**src/rtl/seg7_scan_driver.sv**
```systemverilog
// seg7_scan_driver: time-multiplexed DIGITS-digit seven-segment driver with
// blanking interval, leading-zero suppression and registered outputs.
//   clk, rst_n   : rising-edge clock, asynchronous active-low reset
//   load         : one-cycle capture strobe for bcd_in, dp_in, blank_lz
//   bcd_in       : packed BCD, digit k at [4k+3:4k], digit 0 least significant
//   dp_in        : decimal point per digit
//   blank_lz     : leading-zero suppression enable
//   Segment      : ABCDEFG, A on bit 6 (inverted when ACTIVE_LOW_SEG=1)
//   dp_out       : decimal point of the active digit (inverted when ACTIVE_LOW_SEG=1)
//   digit_en     : one-hot active-high digit enable
//   frame_start  : one-cycle pulse on the first output cycle of slot 0
module seg7_scan_driver #(
    parameter int DIGITS         = 4,
    parameter int REFRESH_DIV    = 50000,
    parameter int BLANK_CYC      = 2,
    parameter int ACTIVE_LOW_SEG = 0
) (
    input  logic                  clk,
    input  logic                  rst_n,
    input  logic                  load,
    input  logic [4*DIGITS-1:0]   bcd_in,
    input  logic [DIGITS-1:0]     dp_in,
    input  logic                  blank_lz,
    output logic [6:0]            Segment,
    output logic                  dp_out,
    output logic [DIGITS-1:0]     digit_en,
    output logic                  frame_start
);
    localparam int   PW  = REFRESH_DIV > 1 ? $clog2(REFRESH_DIV) : 1;
    localparam int   IW  = DIGITS > 1 ? $clog2(DIGITS) : 1;
    localparam logic INV = (ACTIVE_LOW_SEG != 0);

    logic [PW-1:0]         presc_q, presc_d;
    logic [IW-1:0]         idx_q, idx_d;
    logic [4*DIGITS-1:0]   bcd_q, bcd_d;
    logic [DIGITS-1:0]     dps_q, dps_d;
    logic                  lz_q, lz_d;
    logic [6:0]            seg_q, seg_d;
    logic                  dpo_q, dpo_d;
    logic [DIGITS-1:0]     en_q, en_d;
    logic                  wrap_q, wrap_d;
    logic                  fs_q, fs_d;
    logic                  slot_end, zero_above, sup, dpc;
    logic [3:0]            code;
    logic [6:0]            dec;
    logic [DIGITS-1:0]     onehot;

    always_comb begin
        slot_end = presc_q == PW'(REFRESH_DIV - 1);
        presc_d  = slot_end ? '0 : presc_q + PW'(1);
        idx_d    = !slot_end ? idx_q : (idx_q == IW'(DIGITS - 1)) ? '0 : idx_q + IW'(1);
        wrap_d   = slot_end && idx_q == IW'(DIGITS - 1);
        bcd_d    = load ? bcd_in : bcd_q;
        dps_d    = load ? dp_in : dps_q;
        lz_d     = load ? blank_lz : lz_q;
        // Walk from the top digit down so zero_above covers every index >= k.
        zero_above = 1'b1;
        code       = 4'd0;
        sup        = 1'b0;
        dpc        = 1'b0;
        onehot     = '0;
        for (int k = DIGITS - 1; k >= 0; k--) begin
            zero_above = zero_above && bcd_q[4*k +: 4] == 4'd0 && !dps_q[k];
            onehot[k]  = idx_q == IW'(k);
            if (idx_q == IW'(k)) begin
                code = bcd_q[4*k +: 4];
                dpc  = dps_q[k];
                sup  = lz_q && zero_above && k != 0;
            end
        end
        case (code)
            4'd0:    dec = 7'b1111110;
            4'd1:    dec = 7'b0110000;
            4'd2:    dec = 7'b1101101;
            4'd3:    dec = 7'b1111001;
            4'd4:    dec = 7'b0110011;
            4'd5:    dec = 7'b1011011;
            4'd6:    dec = 7'b1011111;
            4'd7:    dec = 7'b1110000;
            4'd8:    dec = 7'b1111111;
            4'd9:    dec = 7'b1111011;
            default: dec = 7'b0000001;
        endcase
        seg_d = (sup ? 7'b0 : dec) ^ {7{INV}};
        dpo_d = (!sup && dpc) ^ INV;
        // int' cast keeps the comparison non-constant when BLANK_CYC is 0.
        en_d  = (int'(presc_q) >= BLANK_CYC && !sup) ? onehot : '0;
        // wrap_q marks the edge that moved the scan to slot 0; the output
        // register shows that slot one edge later, so frame_start follows it.
        fs_d  = wrap_q;
    end

    always_ff @(posedge clk or negedge rst_n) begin
        if (!rst_n) begin
            presc_q <= '0;
            idx_q   <= '0;
            bcd_q   <= '0;
            dps_q   <= '0;
            lz_q    <= 1'b0;
            seg_q   <= {7{INV}};
            dpo_q   <= INV;
            en_q    <= '0;
            wrap_q  <= 1'b0;
            fs_q    <= 1'b0;
        end else begin
            presc_q <= presc_d;
            idx_q   <= idx_d;
            bcd_q   <= bcd_d;
            dps_q   <= dps_d;
            lz_q    <= lz_d;
            seg_q   <= seg_d;
            dpo_q   <= dpo_d;
            en_q    <= en_d;
            wrap_q  <= wrap_d;
            fs_q    <= fs_d;
        end
    end

    assign Segment     = seg_q;
    assign dp_out      = dpo_q;
    assign digit_en    = en_q;
    assign frame_start = fs_q;
endmodule

```
**config.mk**
```make
export PLATFORM = sky130hd
export DESIGN_NAME = seg7_scan_driver
export DESIGN_NICKNAME = d
export VERILOG_FILES = /design/src/rtl/seg7_scan_driver.sv
export SDC_FILE = /design/constraint.sdc
export NUM_CORES = 1
export LEC_CHECK = 0
export CAP_MARGIN = 20
export CORE_MARGIN = 2
export CORE_UTILIZATION = 54
export CTS_CLUSTER_SIZE = 40
export DETAILED_ROUTE_END_ITERATION = 6
export PLACE_DENSITY = 0.79
export SLEW_MARGIN = 20
export SYNTH_ARGS = -nofsm -noshare
export SYNTH_HDL_FRONTEND = slang
export SYNTH_SLANG_ARGS = --single-unit
```
**constraint.sdc**
```tcl
create_clock -name clk -period 3.6 [get_ports clk]
set_input_delay 0.72 -clock clk [delete_from_list [all_inputs] [get_ports clk]]
set_output_delay 0.72 -clock clk [all_outputs]
set_load 0.05 [all_outputs]
```
==> results.tsv, run 1 <==
stage	metric	value	unit
yosys	Mean Syn Cell Area	11.6	µm²
clock_tree	CTS-repair resized insts	0	
floorplanning	die height	74.6	µm
worst_setup_path	CP max-delay cell	ha_1	
clock_tree	CTS tree	done	
yosys	ranking of synthesized cells by area	dfrtp_1 49%, mux2_2 7.5%, ha_1 5.1%	
sta	measured slew at the worst slew-check pin	931	ps
sta	post-route setup TNS	0	ps
layout	area grow syn2layout	18.2	%
floorplanning	core area	0.00475	mm²
routing	drt total wl	4.97	mm
floorplanning	Die Span X	74.6	µm
routing	number of vias per cell	5.71	
yosys	most instantiated library cell after synthesis	dfrtp_1	
layout	diodes inserted	0	
global_route	global-route wire length before repair	8.58	mm
floorplanning	# rows	25	
clock_tree	hold_buf cts	0	
layout	footprint of the multi-input gates	0.00125	mm²
routing	final antenna-violating net count	0	
yosys	area leader, netlist	dfrtp_1	
yosys	ys async rst share	1.00	
yosys	area of the mapped netlist	0.00269	mm²
worst_setup_path	critical path class	reg2reg	
run_status	status	finished clean	
layout	register area	0.00133	mm²
routing	detailed-route via count	1914	
layout	# fillers	376	
pwr	pwr dens	394	mW/mm²
worst_setup_path	Buffers & Inverters on Critical Path	1	
sta	Max Fclk	333	MHz
sta	RSZ-0062 raised after global routing	no	
routing	drt first pass iters	4	
layout	layout cell share with drive strength beyond 1	0.138	
sta	fin crit period	3000	ps
clock_tree	Root Driver	clkbuf_8	
yosys	warnings from Yosys	0	
global_route	pin count of the biggest net entering global routing	44	
run	max_cap viols	0	
sta	Setup violations, final	0	
yosys	synthesis-stage register bit count	53	
layout	fin util	0.669	
worst_setup_path	CP max FO	21	
worst_setup_path	CP cell instances	inv_1 > ha_1 > a21oi_1 > a221oi_1 > a21oi_1 > ha_1 > or2_2 > a2111oi_2 > a211oi_1 > o31ai_1	
worst_setup_path	WP data arrival	3200	ps
placed_design	placer congestion estimate	0.893	
worst_setup_path	CP Capture Type	flip-flop	
global_route	vias in the first global route	1781	
yosys	Synthesized Nets	268	
sta	final setup skew	3.15	ps
global_route	GRT Util Overall	0.202	
yosys	Synth cell types	54	
worst_setup_path	crit-path max cell delay	540	ps
worst_setup_path	Crit path max-delay family	compound AO/OA/AOI/OAI gates	
min_path	Hold Path Class	reg2reg	
yosys	Mapped Cells	233	
clock_tree	Clock Sinks	53	
yosys	top cell type's share of synthesized area	0.493	
sta	max-slew violation count	0	
global_route	initial antenna violation count	0	
pwr	Pleak	0.00132	µW
clock_tree	Longest Clk Path Bufs	2	
clock_tree	clk_lat worst skew	300	ps
layout	fin nets	302	
clock_tree	H-tree levels	2	
floorplanning	die area	0.00557	mm²
sta	Hold Fails Final Rpt	0	
clock_tree	CTS clk-pin slew, worst paths	90	ps
routing	# DRC	0	
pwr	Worst IR Drop VDD	212	µV
yosys	Synth Flop Type	dfrtp_1	
clock_tree	CTS buffer count	5	
placed_design	PortBufs	36	
sta	Period Utilization, post-route	0.835	
clock_tree	post-CTS setup buffers	0	
floorplanning	IO Pins	37	
yosys	Seq/Total Area, Yosys	0.493	
worst_setup_path	CP Launch Type	flip-flop	
floorplanning	Starting Density	0.566	
routing	drt wl/cell	14.8	µm
sta	Slew headroom	0.377	
yosys	most instantiated cells after synthesis	53 x dfrtp_1, 18 x mux2_2, 14 x nor2_1, 12 x a21oi_1, 12 x inv_1	
placed_design	post-DP HPWL	3.69	mm
routing	1st-iter DRT viols	132	
global_route	Remaining Overflow, GRT	0	
yosys	EDFF count, synth	0	
worst_setup_path	worst path required time	3800	ps
-- metal layers --
layer  GRT usage  wire, µm
met4      0.0615        85
met1       0.311      2460
met2       0.292      2210
met5           0         0
met3      0.0375       217
-- worst register-to-register path, cell delays in order, from the launching register on --
cell	delay, ps
dfrtp_1	420
inv_1	100
ha_1	540
a21oi_1	90
a221oi_1	450
a21oi_1	180
ha_1	260
or2_2	280
a2111oi_2	270
a211oi_1	90
o31ai_1	240
-- power breakdown --
group | leakage, µW | switching [µW] | internal, µW
combinational | 0.000606 | 107 | 85.3
clock | 0.0000585 | 179 | 227
sequential | 0.000656 | 26.1 | 631
total | 0.00132 | 312 | 943
-- stage by stage --
step	std cells	total power (µW)	cell area, µm²	worst slack [ps]	hold slack, ps
2_1_floorplan	233	777	2690	1060	331
3_3_place_gp	327	857	3070	833	337
3_5_place_dp	327	862	3070	641	335
4_1_cts	335	1270	3180	610	355
5_1_grt	335	1310	3180	269	363
6_report	335	1260	3180	595	353
-- final timing paths --
check / start / to / slack (ps) / cells past startpoint
min: fs_d / frame_start / 350 / 0
min reg2reg: fs_d / frame_start / 350 / 0
max in group asynchronous: rst_n / presc_q[0] / 2360 / 2
max: idx_q[1] / Segment[3] / 600 / 10
min in group asynchronous: rst_n / Segment[0] / 540 / 1
max reg2reg: idx_q[1] / Segment[3] / 600 / 10
-- area by class of cell --
| cell class | instances | share of cell area |
|---|---|---|
| clock inverters | 1 | 0.00943 |
| flip-flops and latches | 53 | 0.417 |
| repair buffers | 37 | 0.114 |
| multi-input cells | 158 | 0.392 |
| well taps | 67 | 0.0263 |
| clock buffers | 7 | 0.0271 |
| inverters | 12 | 0.0142 |
-- registers in the layout, indices dropped and copies added (netlist names) --
signal / cells
Segment: 7
digit_en: 4
frame_start: 1
fs_d: 1
lz_q: 1
idx_q: 2
presc_q: 16
bcd_q: 16
dp_out: 1
dps_q: 4
-- cells in the final DEF, fill, tap and decap left out, types with 6 or more instances in the layout --
| cell | count |
|---|---|
| clkbuf_8 | 6 |
| xnor2_1 | 9 |
| clkdlybuf4s50_1 | 35 |
| inv_1 | 12 |
| nand2_1 | 8 |
| dfrtp_1 | 53 |
| ha_1 | 11 |
| mux2_2 | 18 |
| a21oi_1 | 12 |
| nor2_1 | 14 |
| nand3_1 | 9 |
-- cell families (layout without fill, tap and decap cells) --
family | Yosys count | after routing | synth area share
adder cells (fa/ha/maj) | 11 | 11 | 0.0511
XOR/XNOR | 13 | 13 | 0.0423
AO/OA/AOI/OAI | 39 | 39 | 0.106
buffers and inverters | 22 | 57 | 0.0437
flip-flops | 53 | 53 | 0.493
AND/OR/NAND/NOR | 74 | 74 | 0.177
multiplexers | 21 | 21 | 0.0874
Power figures use the tool's default switching activity.
==> inputs of run 2 (changes only) <==
- CORE_UTILIZATION: 54 -> 49
- PLACE_DENSITY: 0.79 -> 0.75
- clock period: 3.6 -> 2.72 ns (I/O delays scaled with it)
==> run 2 against run 1 <==
Final cell count rose by 3.9%. Largest power group unchanged. Total power rose by 27%. Wire length rose by 1.4%. Sequential share of layout area fell by 0.90 points. Global-route usage fell by 2.2 points. Setup slack got worse by 450 ps. Sequential power rose by 32%.
==> results.tsv, run 2 (same netlist as run 1, synthesis figures left out) <==
stage	metric	value	unit	change
run_status	status	finished clean		
clock_tree	CTS buffer count	5		unchanged
pwr	pwr dens	490	mW/mm²	+24%
clock_tree	Longest Clk Path Bufs	2		unchanged
placed_design	placer congestion estimate	0.873		-2.2%
layout	fin nets	312		+3.3%
pwr	Pleak	0.00136	µW	+3.2%
sta	final setup skew	8.93	ps	+5.77 ps
placed_design	post-DP HPWL	3.83	mm	+3.8%
layout	register area	0.00133	mm²	unchanged
worst_setup_path	r2r endpoint	Segment[3]		
min_path	Hold Path Class	in2async		
layout	most frequent cells in the layout	53 x dfrtp_1, 35 x clkdlybuf4s50_1, 18 x mux2_2		
clock_tree	post-CTS setup buffers	0		unchanged
layout	footprint of the multi-input gates	0.00126	mm²	+0.90%
routing	detailed-route via count	1936		+1.1%
layout	fin util	0.625		-0.0445
clock_tree	clk_lat worst skew	310	ps	about the same
run	max_cap viols	0		unchanged
sta	Slew headroom	0.535		+0.157
worst_setup_path	critical path class	reg2reg		
worst_setup_path	worst reg2reg startpoint	idx_q[0]		
placed_design	placed cell count	340		+4.0%
routing	number of vias per cell	5.56		-2.6%
floorplanning	die area	0.00610	mm²	+9.6%
worst_setup_path	WP data arrival	2770	ps	-430 ps
global_route	GRT Util Overall	0.180		-0.0223
routing	WL met2	2.27	mm	+2.8%
routing	# DRC	0		unchanged
floorplanning	# rows	26		+4.0%
layout	# fillers	421		+12%
pwr	Worst IR Drop VDD	274	µV	+29%
sta	post-route setup TNS	0	ps	unchanged
worst_setup_path	flop2flop setup slack	150	ps	-450 ps
sta	max-slew violation count	0		unchanged
routing	1st-iter DRT viols	82		-38%
routing	wl on met1	2.43	mm	-1.2%
clock_tree	Clock Sinks	53		unchanged
global_route	Remaining Overflow, GRT	0		unchanged
sta	fin crit period	2570	ps	-435 ps
sta	Max Fclk	389	MHz	+17%
routing	drt wl/cell	14.5	µm	-2.4%
clock_tree	hold_buf cts	0		unchanged
clock_tree	CTS clk-pin slew, worst paths	100	ps	about the same
routing	final antenna-violating net count	0		unchanged
sta	Period Utilization, post-route	0.945		+0.110
worst_setup_path	worst path required time	2920	ps	-880 ps
placed_design	PortBufs	36		unchanged
routing	Highest Signal Layer	met4		
routing	drt first pass iters	5		+1
global_route	vias in the first global route	1855		+4.2%
global_route	initial antenna violation count	0		unchanged
worst_setup_path	CP max FO	10		-52%
worst_setup_path	CP Launch Type	flip-flop		
layout	layout cell share with drive strength beyond 1	0.183		+0.0454
layout	diodes inserted	0		unchanged
floorplanning	Die Span X	78.1	µm	+4.7%
global_route	global-route wire length before repair	8.71	mm	+1.4%
floorplanning	Starting Density	0.517		-0.0490
global_route	pin count of the biggest net entering global routing	33		-25%
layout	fin cells	348		+3.9%
routing	drt total wl	5.04	mm	+1.4%
clock_tree	H-tree levels	2		unchanged
worst_setup_path	worst reg-to-reg path cell count	10		unchanged
sta	RSZ-0062 raised after global routing	no		
layout	area grow syn2layout	20.8	%	
floorplanning	IO Pins	37		unchanged
sta	Hold Fails Final Rpt	0		unchanged
sta	Setup violations, final	0		unchanged
layout	commonest non-fill, non-tap cell in the layout	dfrtp_1		
floorplanning	core area	0.00520	mm²	+9.5%
floorplanning	die height	78.1	µm	+4.7%
sta	measured slew at the worst slew-check pin	698	ps	-233 ps
routing	met3 WL post-DR	235	µm	+8.3%
clock_tree	CTS tree	done		
worst_setup_path	CP Capture Type	flip-flop		
clock_tree	Root Driver	clkbuf_8		
-- run 2: changes by cell type in the layout (fill, tap and decap cells not counted) --
cell       change
a221oi_1       -1
a221oi_2       +1
buf_4         +10
bufinv_16      -1
clkbuf_1       -1
clkinv_2       +1
clkinv_4       +1
ha_1           -2
ha_2           +2
-- run 2: critical path: stages, from the launching register on --
cell       delay [ps]
dfrtp_1           420
inv_1              80
ha_2              240
nand3b_1          180
a221oi_2          300
a21oi_1           140
ha_1              230
or2_2             280
a2111oi_2         270
a211oi_1           90
o31ai_1           230
-- run 2: cell type report --
cell class,instances,area share
Sequential cell,53,0.408
Inverter,12,0.0138
Timing Repair Buffer,47,0.135
Clock inverter,2,0.00423
Clock buffer,6,0.0254
Tap cell,70,0.0269
Multi-Input combinational cell,158,0.387
-- run 2: per-layer routing --
metal  vias to the layer above  global-route usage
met5                         -                   0
met3                        12              0.0356
met1                       916               0.250
li1                        939                   -
met4                         0              0.0754
met2                        69               0.276
-- run 2: where the power goes --
group	internal [µW]	switching [µW]	total (µW)
Clock	207	259	466
Combinational	116	142	258
Sequential	835	33.1	869
Total	1160	434	1590
-- run 2: timing repair --
item                                   CTS  global route
resized for setup                        0             3
setup endpoints to repair                0             2
endpoints found under the hold margin    0             0
-- run 2: worst max-delay path by stage --
stage                     slack [ps]      from  depth (start not counted)         end
after floorplan                  180  idx_q[0]                         11  Segment[3]
after CTS                         50  idx_q[0]                         10  Segment[3]
final                            150  idx_q[0]                         10  Segment[3]
after detailed placement          70  idx_q[0]                         10  Segment[3]
after global routing              40  idx_q[0]                         10  Segment[3]
after global placement           220  idx_q[0]                         10  Segment[3]
-- run 2: metrics by stage --
step / worst slack (ps) / hold WS (ps) / cell area [µm²] / total power, µW
floorplan: 184 / 248 / 2690 / 1030
global placement: 218 / 335 / 3150 / 1140
detailed placement: 66.0 / 340 / 3150 / 1140
CTS: 49.2 / 295 / 3240 / 1610
global route: 41.5 / 323 / 3250 / 1660
finish: 150 / 268 / 3250 / 1590
==> inputs of run 3 (changes only) <==
- CORE_MARGIN: 2 -> unset
==> run 3 against run 2 <==
Wire length down 1.5%. Sequential share of layout area fell by 0.37 points. Setup slack better by 43 ps.
==> results.tsv, run 3 (same netlist as run 1, synthesis figures left out) <==
stage	metric	value	unit	change
min_path	Hold Path Class	in2async		
global_route	global-route wire length before repair	8.82	mm	+1.3%
placed_design	PortBufs	36		unchanged
layout	# fillers	424		+0.71%
routing	# DRC	0		unchanged
sta	Hold Fails Final Rpt	0		unchanged
layout	most frequent cells in the layout	53 x dfrtp_1, 35 x clkdlybuf4s50_1, 18 x mux2_2		
clock_tree	Longest Clk Path Bufs	2		unchanged
pwr	Pleak	0.00137	µW	+0.81%
clock_tree	H-tree levels	2		unchanged
routing	detailed-route via count	1906		-1.5%
worst_setup_path	CP Launch Type	flip-flop		
global_route	initial antenna violation count	0		unchanged
clock_tree	Root Driver	clkbuf_8		
sta	Setup violations, final	0		unchanged
layout	commonest non-fill, non-tap cell in the layout	dfrtp_1		
routing	drt wl/cell	14.3	µm	-1.5%
sta	fin crit period	2530	ps	-42.7 ps
worst_setup_path	CP max FO	5		-5
clock_tree	CTS buffer count	5		unchanged
clock_tree	CTS clk-pin slew, worst paths	90	ps	about the same
floorplanning	Starting Density	0.517		unchanged
sta	Max Fclk	396	MHz	+1.7%
clock_tree	Clock Sinks	53		unchanged
layout	fin util	0.631		+0.00577
layout	fin nets	312		unchanged
run_status	status	finished clean		
global_route	GRT Util Overall	0.191		+0.0119
sta	Slew headroom	0.538		+0.00297
worst_setup_path	WP data arrival	2740	ps	-30 ps
floorplanning	Die Span X	76.1	µm	-2.6%
sta	Period Utilization, post-route	0.929		-0.0157
routing	drt first pass iters	4		-1
run	max_cap viols	0		unchanged
sta	measured slew at the worst slew-check pin	687	ps	-10.8 ps
clock_tree	CTS tree	done		
pwr	Worst IR Drop VDD	254	µV	-7.3%
routing	1st-iter DRT viols	75		-8.5%
floorplanning	# rows	26		unchanged
placed_design	placer congestion estimate	0.873		unchanged
global_route	pin count of the biggest net entering global routing	33		unchanged
sta	final setup skew	8.14	ps	-0.789 ps
floorplanning	die height	76.1	µm	-2.6%
worst_setup_path	critical path class	reg2reg		
layout	area grow syn2layout	21.9	%	
routing	number of vias per cell	5.48		-1.5%
layout	Final Instance Area	0.00328	mm²	+0.92%
layout	diodes inserted	0		unchanged
pwr	pwr dens	508	mW/mm²	+3.8%
worst_setup_path	worst path required time	2930	ps	about the same
clock_tree	clk_lat worst skew	300	ps	about the same
layout	layout cell share with drive strength beyond 1	0.176		-0.00719
floorplanning	die area	0.00580	mm²	-5.1%
worst_setup_path	flop2flop setup slack	190	ps	+40 ps
clock_tree	hold_buf cts	0		unchanged
sta	max-slew violation count	0		unchanged
global_route	vias in the first global route	1893		+2.0%
placed_design	Placement Cell Area	0.00314	mm²	-0.24%
placed_design	post-DP HPWL	3.69	mm	-3.5%
global_route	Remaining Overflow, GRT	0		unchanged
pwr	Power Total	1670	µW	+4.8%
routing	final antenna-violating net count	0		unchanged
worst_setup_path	CP Capture Type	flip-flop		
worst_setup_path	worst reg2reg startpoint	idx_q[0]		
routing	drt total wl	4.96	mm	-1.5%
floorplanning	core area	0.00520	mm²	unchanged
worst_setup_path	worst setup path start	idx_q[0]		
floorplanning	IO Pins	37		unchanged
run 3: cell types whose count changed in the layout (fill, tap and decap cells not counted), sizes merged:
cell / delta
clkinv: -2
bufinv: +1
clkbuf: +1
run 3: final timing paths:
kind	to	cells after the start
min reg2reg	frame_start	0
max reg2reg	Segment[3]	10
min	dps_q[1]	1
min in group clk	frame_start	0
max	Segment[3]	10
max in group asynchronous	digit_en[1]	2
run 3: layer usage:
layer	wire [µm]	track usage	part of all wire
met1	2460	0.270	0.50
met2	2250	0.299	0.45
met3	195	0.0323	0.039
met4	63	0.0692	0.013
met5	0	0	0
run 3: layout make-up:
class / count / area (µm²) / share of cell area
well taps: 70 / 87.6 / 0.0267
repair buffers: 47 / 438 / 0.133
clock inverters: 1 / 30.0 / 0.00915
inverters: 12 / 45.0 / 0.0137
multi-input cells: 158 / 1270 / 0.387
clock buffers: 7 / 86.3 / 0.0263
flip-flops and latches: 53 / 1330 / 0.404
run 3: worst max-delay path: stages, from the launching register on:
cell and delay [ps]:
dfrtp_1 410, inv_1 80, ha_1 250, nand3b_1 190
a221oi_2 310, a21oi_1 150, ha_1 220, or2_2 290
a2111oi_4 240, a211oi_1 100, o31ai_1 200
run 3: what timing repair did:
| item | CTS | global route |
|---|---|---|
| buffers inserted | 0 | 1 |
| gates resized for setup | 0 | 3 |
| endpoints found under the setup margin | 0 | 2 |
run 3: per-stage QoR:
| stage | setup WS (ps) | setup TNS [ps] | hold WS (ps) | std cells |
|---|---|---|---|---|
| detailed placement | 133 | 0 | 335 | 339 |
| floorplan | 184 | 0 | 248 | 233 |
| CTS | 109 | 0 | 297 | 347 |
| finish | 193 | 0 | 275 | 348 |
| global route | -4.39 | -4.39 | 326 | 348 |
| global placement | 255 | 0 | 338 | 339 |
run 3: power by group:
group / switching [µW] / internal, µW / total [µW]
Clock: 241 / 300 / 541
Combinational: 143 / 116 / 259
Sequential: 33.3 / 835 / 869
